--- src/rtl/cursor_renderer.sv ---
// SVGA raster source with a cursor box painted over a background pixel stream.
// Cursor moves are queued through a valid/ready handshake and applied between frames.
module cursor_renderer #(
  parameter int         H_ACTIVE    = 800,
  parameter int         H_FP        = 40,
  parameter int         H_SYNC      = 128,
  parameter int         H_BP        = 88,
  parameter int         V_ACTIVE    = 600,
  parameter int         V_FP        = 1,
  parameter int         V_SYNC      = 4,
  parameter int         V_BP        = 23,
  parameter int         CURSOR_SIZE = 4,
  parameter logic [9:0] CURSOR_R    = 10'h3FF,
  parameter logic [9:0] CURSOR_G    = 10'h000,
  parameter logic [9:0] CURSOR_B    = 10'h000
) (
  input  logic        clk,
  input  logic        rst,
  input  logic [12:0] i_pos_x,
  input  logic [12:0] i_pos_y,
  input  logic        i_pos_valid,
  output logic        o_pos_ready,
  input  logic        i_cursor_en,
  input  logic [9:0]  i_R,
  input  logic [9:0]  i_G,
  input  logic [9:0]  i_B,
  output logic [12:0] o_X_pos,
  output logic [12:0] o_Y_pos,
  output logic        o_frame_start,
  output logic [9:0]  o_R,
  output logic [9:0]  o_G,
  output logic [9:0]  o_B,
  output logic        o_hsync,
  output logic        o_vsync,
  output logic        o_blank_n
);

  localparam int H_TOTAL = H_ACTIVE + H_FP + H_SYNC + H_BP;
  localparam int V_TOTAL = V_ACTIVE + V_FP + V_SYNC + V_BP;

  localparam logic [12:0] H_LAST   = 13'(H_TOTAL - 1);
  localparam logic [12:0] V_LAST   = 13'(V_TOTAL - 1);
  localparam logic [12:0] H_ACT    = 13'(H_ACTIVE);
  localparam logic [12:0] V_ACT    = 13'(V_ACTIVE);
  localparam logic [12:0] V_APPLY  = 13'(V_ACTIVE - 1);
  localparam logic [12:0] HS_START = 13'(H_ACTIVE + H_FP);
  localparam logic [12:0] HS_END   = 13'(H_ACTIVE + H_FP + H_SYNC);
  localparam logic [12:0] VS_START = 13'(V_ACTIVE + V_FP);
  localparam logic [12:0] VS_END   = 13'(V_ACTIVE + V_FP + V_SYNC);
  localparam logic [12:0] BOX      = 13'(CURSOR_SIZE);
  localparam logic [12:0] X_MAX    = 13'(H_ACTIVE - CURSOR_SIZE - 3);
  localparam logic [12:0] Y_MAX    = 13'(V_ACTIVE - CURSOR_SIZE - 2);

  logic [12:0] h_cnt, v_cnt;
  logic [12:0] cur_x, cur_y;
  logic [12:0] pend_x, pend_y;
  logic [12:0] clamp_x, clamp_y;
  logic        pend_valid;
  logic        line_end, frame_end, apply_cycle, pos_xfer;
  logic        active, hsync_d, vsync_d, hit;

  assign line_end  = (h_cnt == H_LAST);
  assign frame_end = (v_cnt == V_LAST);

  always_ff @(posedge clk or negedge rst) begin
    if (!rst) begin
      h_cnt <= '0;
      v_cnt <= '0;
    end else if (line_end) begin
      h_cnt <= '0;
      v_cnt <= frame_end ? 13'd0 : v_cnt + 13'd1;
    end else begin
      h_cnt <= h_cnt + 13'd1;
    end
  end

  assign o_X_pos       = h_cnt;
  assign o_Y_pos       = v_cnt;
  assign o_frame_start = (h_cnt == 13'd0) && (v_cnt == 13'd0);

  assign active  = (h_cnt < H_ACT) && (v_cnt < V_ACT);
  assign hsync_d = (h_cnt >= HS_START) && (h_cnt < HS_END);
  assign vsync_d = (v_cnt >= VS_START) && (v_cnt < VS_END);

  // Box occupies cur+1 .. cur+CURSOR_SIZE on both axes, matching the detector.
  assign hit = active && i_cursor_en &&
               (cur_x < h_cnt) && (h_cnt <= cur_x + BOX) &&
               (cur_y < v_cnt) && (v_cnt <= cur_y + BOX);

  always_ff @(posedge clk or negedge rst) begin
    if (!rst) begin
      o_R       <= '0;
      o_G       <= '0;
      o_B       <= '0;
      o_hsync   <= 1'b0;
      o_vsync   <= 1'b0;
      o_blank_n <= 1'b0;
    end else begin
      o_hsync   <= hsync_d;
      o_vsync   <= vsync_d;
      o_blank_n <= active;
      if (hit) begin
        o_R <= CURSOR_R;
        o_G <= CURSOR_G;
        o_B <= CURSOR_B;
      end else if (active) begin
        o_R <= i_R;
        o_G <= i_G;
        o_B <= i_B;
      end else begin
        o_R <= '0;
        o_G <= '0;
        o_B <= '0;
      end
    end
  end

  assign clamp_x     = (i_pos_x > X_MAX) ? X_MAX : i_pos_x;
  assign clamp_y     = (i_pos_y > Y_MAX) ? Y_MAX : i_pos_y;
  assign o_pos_ready = ~pend_valid;
  assign pos_xfer    = i_pos_valid && o_pos_ready;
  assign apply_cycle = line_end && (v_cnt == V_APPLY);

  // A transfer needs an empty pending slot, so capture and apply never collide.
  always_ff @(posedge clk or negedge rst) begin
    if (!rst) begin
      pend_x     <= '0;
      pend_y     <= '0;
      pend_valid <= 1'b0;
      cur_x      <= H_ACT;
      cur_y      <= V_ACT;
    end else if (pos_xfer) begin
      pend_x     <= clamp_x;
      pend_y     <= clamp_y;
      pend_valid <= 1'b1;
    end else if (apply_cycle && pend_valid) begin
      cur_x      <= pend_x;
      cur_y      <= pend_y;
      pend_valid <= 1'b0;
    end
  end

endmodule

--- config.mk ---
export PLATFORM = sky130hd
export DESIGN_NAME = cursor_renderer
export DESIGN_NICKNAME = d
export VERILOG_FILES = /design/src/rtl/cursor_renderer.sv
export SDC_FILE = /design/constraint.sdc
export NUM_CORES = 1
export LEC_CHECK = 0
export CORE_UTILIZATION = 56
export DETAILED_ROUTE_END_ITERATION = 10
export PLACE_DENSITY = 0.86
export SYNTH_ARGS = -nofsm -noshare
export SYNTH_HDL_FRONTEND = slang
export SYNTH_SLANG_ARGS = --single-unit
--- constraint.sdc ---
create_clock -name clk -period 4.7 [get_ports clk]
set_input_delay 0.705 -clock clk [delete_from_list [all_inputs] [get_ports clk]]
set_output_delay 0.705 -clock clk [all_outputs]
set_load 0.03 [all_outputs]
# Yosys cells after proc, flatten, opt, wreduce, memory -nomap -nowiden
# Index checks and enable logic that the tools add are counted.
# classes
addsub	4
magnitude_cmp	12
eq_ne	3
muxes	12
bitwise	2
n_reduce_logical	16
# op_table
op	n
$mux W10	6
$lt A13 B10 Y1 const B	4
$mux W13	4
$add A13 B1 Y13 const B	2
$add A13 B3 Y13 const B	2
$eq A13 B10 Y1 const B	2
$ge A13 B10 Y1 const B	2
$gt A13 B10 Y1 const B	2
$le A13 B13 Y1	2
$logic_not A13 Y1	2
$lt A13 B13 Y1	2
$eq A13 B11 Y1 const B	1
$logic_and A1 B1 Y1	12
$mux W1	2
$not A1 Y1	2
$reduce_and A2 Y1	1
$reduce_bool A2 Y1	1
# totals
ff_bits	112
in_bits	60
output_inout_bits	61
elab_cells	62

# Depth between registers and ports, before layout
# logic_depth
word_depth	8
depth_mapped	13
depth_no_buf	12

# Worst setup path before layout
# No wires, ideal clock.
# synth_path
path_type	reg2reg
start	reg cur_y[3]
end	reg o_B[0]
setup_time_ns	0.142
t_arrival_ns	2.717
t_required_ns	4.558
setup_slack_ns	1.841
stages_incl_launch_ff	14
n_path_buf	1
synth_period_minus_slack_ns	2.859
cell_sequence	dfstp_2 -> ha_1 -> nand2_1 -> nor2_1 -> nand3_1 -> xor2_1 -> ha_1 -> and3_1 -> and4_1 -> o21ai_1 -> nand4_1 -> a2111oi_2 -> buf_2 -> a211oi_1
# synth_between
elab_chain_cells	4
word_cells_on_any_way	6
cone_classes	add/sub: 1; order compare: 2; mux: 1; reduce/logical: 2
# synth_lines
element	line_no	rtl
start: declaration	55	logic [12:0] cur_x, cur_y;
start signal: assignment	138	cur_y <= pend_y;
$add A13 B3 Y13 or $lt A13 B13 Y1 (tied branches)	88	(cur_y < v_cnt) && (v_cnt <= cur_y + BOX);
$le A13 B13 Y1 or $logic_and A1 B1 Y1 (tied branches)	88, 87	
$logic_and A1 B1 Y1 *	88	
$mux W10 *	102	if (hit) begin
end signal: assignment	109	o_B <= i_B;
end: declaration	32	output logic [9:0] o_B,
# Mark *: on every way between the ends. The rest lies on a longest branch, timed or not.
# A chain may end at the register's enable or synchronous reset.

# Worst setup path in the final report
# layout_path
start	reg cur_y[3]
end	reg o_B[5]
# Same word-level chain as after synthesis.

==> PnR_summary.wiki <==
{| class="wikitable"
! Metric !! Value
|-
| Number of cells produced by synthesis || 594
|-
| # DRC || 0
|-
| CTS tree || yes
|-
| Actual transition at the worst max-transition pin || 1.226 ns
|-
| Endpoint arrival time on the critical path || 3.53 ns
|-
| Postcts setup bufs || 0
|-
| Grt met3 use || 4.255%
|-
| Synthesized net count || 713
|-
| Sum of overflow across all layers after global routing || 0
|-
| Finished Layout Cells || 851
|-
| Cell repeated most along the worst path || sky130_fd_sc_hd__ha_1
|-
| Startpoint Class || register
|-
| CP Cell Sequence || ha_1, nand2_1, nor2_1, nand3_1, xor2_1, ha_1, and3_1, and4_1, o21ai_1, nand4_1, a2111oi_4, buf_4, a211oi_1
|-
| First element of the critical path || cur_y[3]
|-
| Via-to-Cell Ratio || 5.741
|-
| Max-capacitance violation count || 0
|-
| Most common cell in the netlist || sky130_fd_sc_hd__dfrtp_1
|-
| Overall track demand over capacity in global routing || 25.79%
|-
| Share of final-layout standard cells stronger than drive strength 1 || 8.811%
|-
| Clock network latency to the later pin of the worst-skew pair || 0.39 ns
|-
| Width of the die || 107.0 um
|-
| Ant diodes || 0
|-
| Resize count post-CTS || 0
|-
| Most frequently used flop master after synthesis || sky130_fd_sc_hd__dfrtp_1
|-
| Worst-case headroom to the max-slew limit || 18.03%
|-
| Post-detailed-placement half-perimeter wirelength || 10,880 um
|-
| Drt initial violations || 262
|-
| Buffering stage count on the worst path with inverters included || 1
|-
| Startpoint of the worst-slack reg-to-reg timing path || cur_y[3]
|-
| Area occupied by multi-input gates || 3065 um2
|-
| Average instance area after synthesis || 10.40 um2
|-
| Post-DRT Antenna Nets || 0
|-
| Largest fanout on the critical path || 30
|-
| Delay of the slowest cell on the worst path || 0.59 ns
|-
| Reg area || 2811 um2
|-
| Critical path endpoint category || register
|-
| Synth unique cells || 54
|-
| Leading cell types by count after synthesis || 105 x sky130_fd_sc_hd__dfrtp_1, 59 x sky130_fd_sc_hd__ha_1, 58 x sky130_fd_sc_hd__inv_1
|-
| Kind of cell adding the most delay to the critical path || simple AND/OR/NAND/NOR gates
|-
| GR Layer Usage met2 || 42.49%
|-
| Total of hold buffers inserted after clock tree synthesis || 0
|-
| Worst setup path category || register to register
|-
| Via count of the first global-routing pass || 4,668
|-
| Final setup violating endpoints || 0
|-
| Number of nets in the final layout || 829
|-
| Effective utilization at floorplan || 58.79%
|-
| DR vias || 4,886
|-
| Standard cell core area || 10,510 um2
|-
| Worst-case clock skew || 0.01465 ns
|-
| Clock root buffer master || sky130_fd_sc_hd__clkbuf_8
|-
| Overall die area || 11,460 um2
|-
| Share of the synthesized area in the top cell type || 42.53%
|-
| Count of flip-flops with a built-in enable after synthesis || 0
|-
| Clock-pin slew on the worst setup and hold paths || 0.11 ns
|-
| Tcrit/Tclk final || 70.59%
|-
| Met1 routing resource usage after global routing || 34.64%
|-
| Cell with the largest stage delay on the worst path || sky130_fd_sc_hd__dfstp_2
|-
| Maximum number of pins on one net before global-route repair || 81
|-
| Growth of design area from synthesis to finish || 24.83%
|-
| Synthesis Warnings || 0
|-
| Wire length after detailed routing || 14,220 um
|-
| Path depth of the worst reg2reg path || 13
|-
| Req. time, crit path || 4.91 ns
|-
| Number of failing hold endpoints at the final stage || 0
|-
| Placed cell count || 835
|-
| First drt pass iteration count || 5
|-
| Post-Place Worst Slack || 1.440 ns
|-
| Highest attainable clock frequency || 301.4 MHz
|-
| Final TNS setup || 0 ns
|-
| Worst supply voltage drop on vdd || 163.3 uV
|-
| Power density relative to cell area || 227.8 nW/um2
|-
| Class of the most critical hold timing path || input pin to async pin
|-
| Count of H-tree levels built during CTS || 3
|-
| Setup repair after global routing missed its margin || false
|-
| Setup slack after layout || 1.382 ns
|-
| Number of buffer cells added on primary ports || 120
|-
| Dominant cells by area after synthesis || sky130_fd_sc_hd__dfrtp_1 43%, sky130_fd_sc_hd__ha_1 12%, sky130_fd_sc_hd__mux2_2 4.0%
|-
| Routed len/inst || 16.71 um
|-
| Worst reg2reg endpoint || o_B[5]
|-
| Min Hold Slack || 0.4716 ns
|-
| Sequential share of the synthesized area || 45.50%
|-
| Core Rows || 37
|-
| Register bit total from synthesis || 112
|-
| Status || finished clean
|-
| Number of fill cells in the layout || 726
|-
| Final critical-path required period || 3.318 ns
|-
| Sum of internal, switching and leakage power || 1.757 mW
|-
| Maximum buffer depth of the clock tree || 2
|-
| Number of antenna violations at the first check in global routing || 0
|-
| Static Leakage || 3.358 nW
|-
| I/O pins || 121
|-
| Cell area after synthesis || 6178 um2
|-
| Yosys top cell by area || sky130_fd_sc_hd__dfrtp_1
|-
| Number of clock sinks seen by CTS || 112
|-
| Proportion of register bits with asynchronous set or reset after synthesis || 100.0%
|-
| R2R Setup Slk || 1.38 ns
|-
| Final weighted congestion of routability-driven global placement || 0.8861
|-
| Routing layer with the top usage in global route || met2
|-
| Count of final max-slew check failures || 0
|-
| Die Y || 107.0 um
|-
| Global-route wire length before repair || 22,850 um
|-
| Num CTS Buffers || 9
|}
[logic make-up (layout without fill, tap and decap cells)]
group / Yosys count / after routing / share of synthesized area [%]
adders and majority gates: 59 / 59 / 11.95
xor gates and xnor gates: 38 / 38 / 5.387
muxes: 22 / 22 / 4.010
DFF: 112 / 112 / 45.50
buffers and inverters: 79 / 200 / 5.245
and+or+nand+nor: 177 / 177 / 15.74
AOI/OAI and AO/OA: 107 / 107 / 12.17
[flip-flops by register name (all words and copies together), names as in the netlist]
signal	cells
o_X_pos	13
cur_x	13
o_R	10
pend_x	13
o_Y_pos	13
o_blank_n	1
o_vsync	1
pend_valid	1
pend_y	13
o_hsync	1
o_G	10
o_B	10
cur_y	13
[layout by cell type, fill, tap and decap left out, drive strengths merged, types with 7 or more instances in the layout]
| cell | instances |
|---|---|
| clkdlybuf4s50 | 119 |
| dfrtp | 105 |
| inv | 64 |
| ha | 59 |
| nor2 | 33 |
| nand2 | 32 |
| xnor2 | 27 |
| nand3 | 25 |
| mux2 | 22 |
| a21oi | 21 |
| a211oi | 20 |
| nand4 | 20 |
| o21ai | 18 |
| nor2b | 16 |
| nor3 | 13 |
| xor2 | 11 |
| a22o | 11 |
| and2 | 11 |
| a31o | 10 |
| clkbuf | 9 |
| dfstp | 7 |
[final cells by class]
type	instances	area share, %
inverter	60	2.920
multi-input combinational	403	39.75
clock inverter	7	1.136
clock buffer	9	1.606
sequential	112	36.45
tap	136	2.206
timing repair buffer	124	15.93
[power breakdown]
part	total, mW	switching, mW	internal [mW]
clock network	0.609	0.349	0.260
registers	0.994	0.00935	0.985
logic	0.154	0.0726	0.0815
total	1.76	0.431	1.33
[through the flow]
step                      utilization, %  instance area (um2)
after global placement             71.38                 7501
after global routing               73.39                 7712
after detailed placement           71.38                 7501
after CTS                          73.39                 7712
final                              73.39                 7712
after floorplan                        -                 6178
[worst max-delay path by stage]
stage                   to  cells after the start  slack (ns)
global route        o_B[5]                     11        1.09
CTS                 o_B[5]                     13        1.40
floorplan           o_B[0]                     13        1.84
global placement    o_B[3]                     13        1.55
finish              o_B[5]                     13        1.38
detailed placement  o_B[5]                     13        1.44
[routing by layer]
metal	share of wire, %	wire (um)
met5	0	0
met1	46	6506
met3	5.5	782
met4	1.8	252
met2	47	6680
Note: power is estimated with default switching activity, not from simulation.
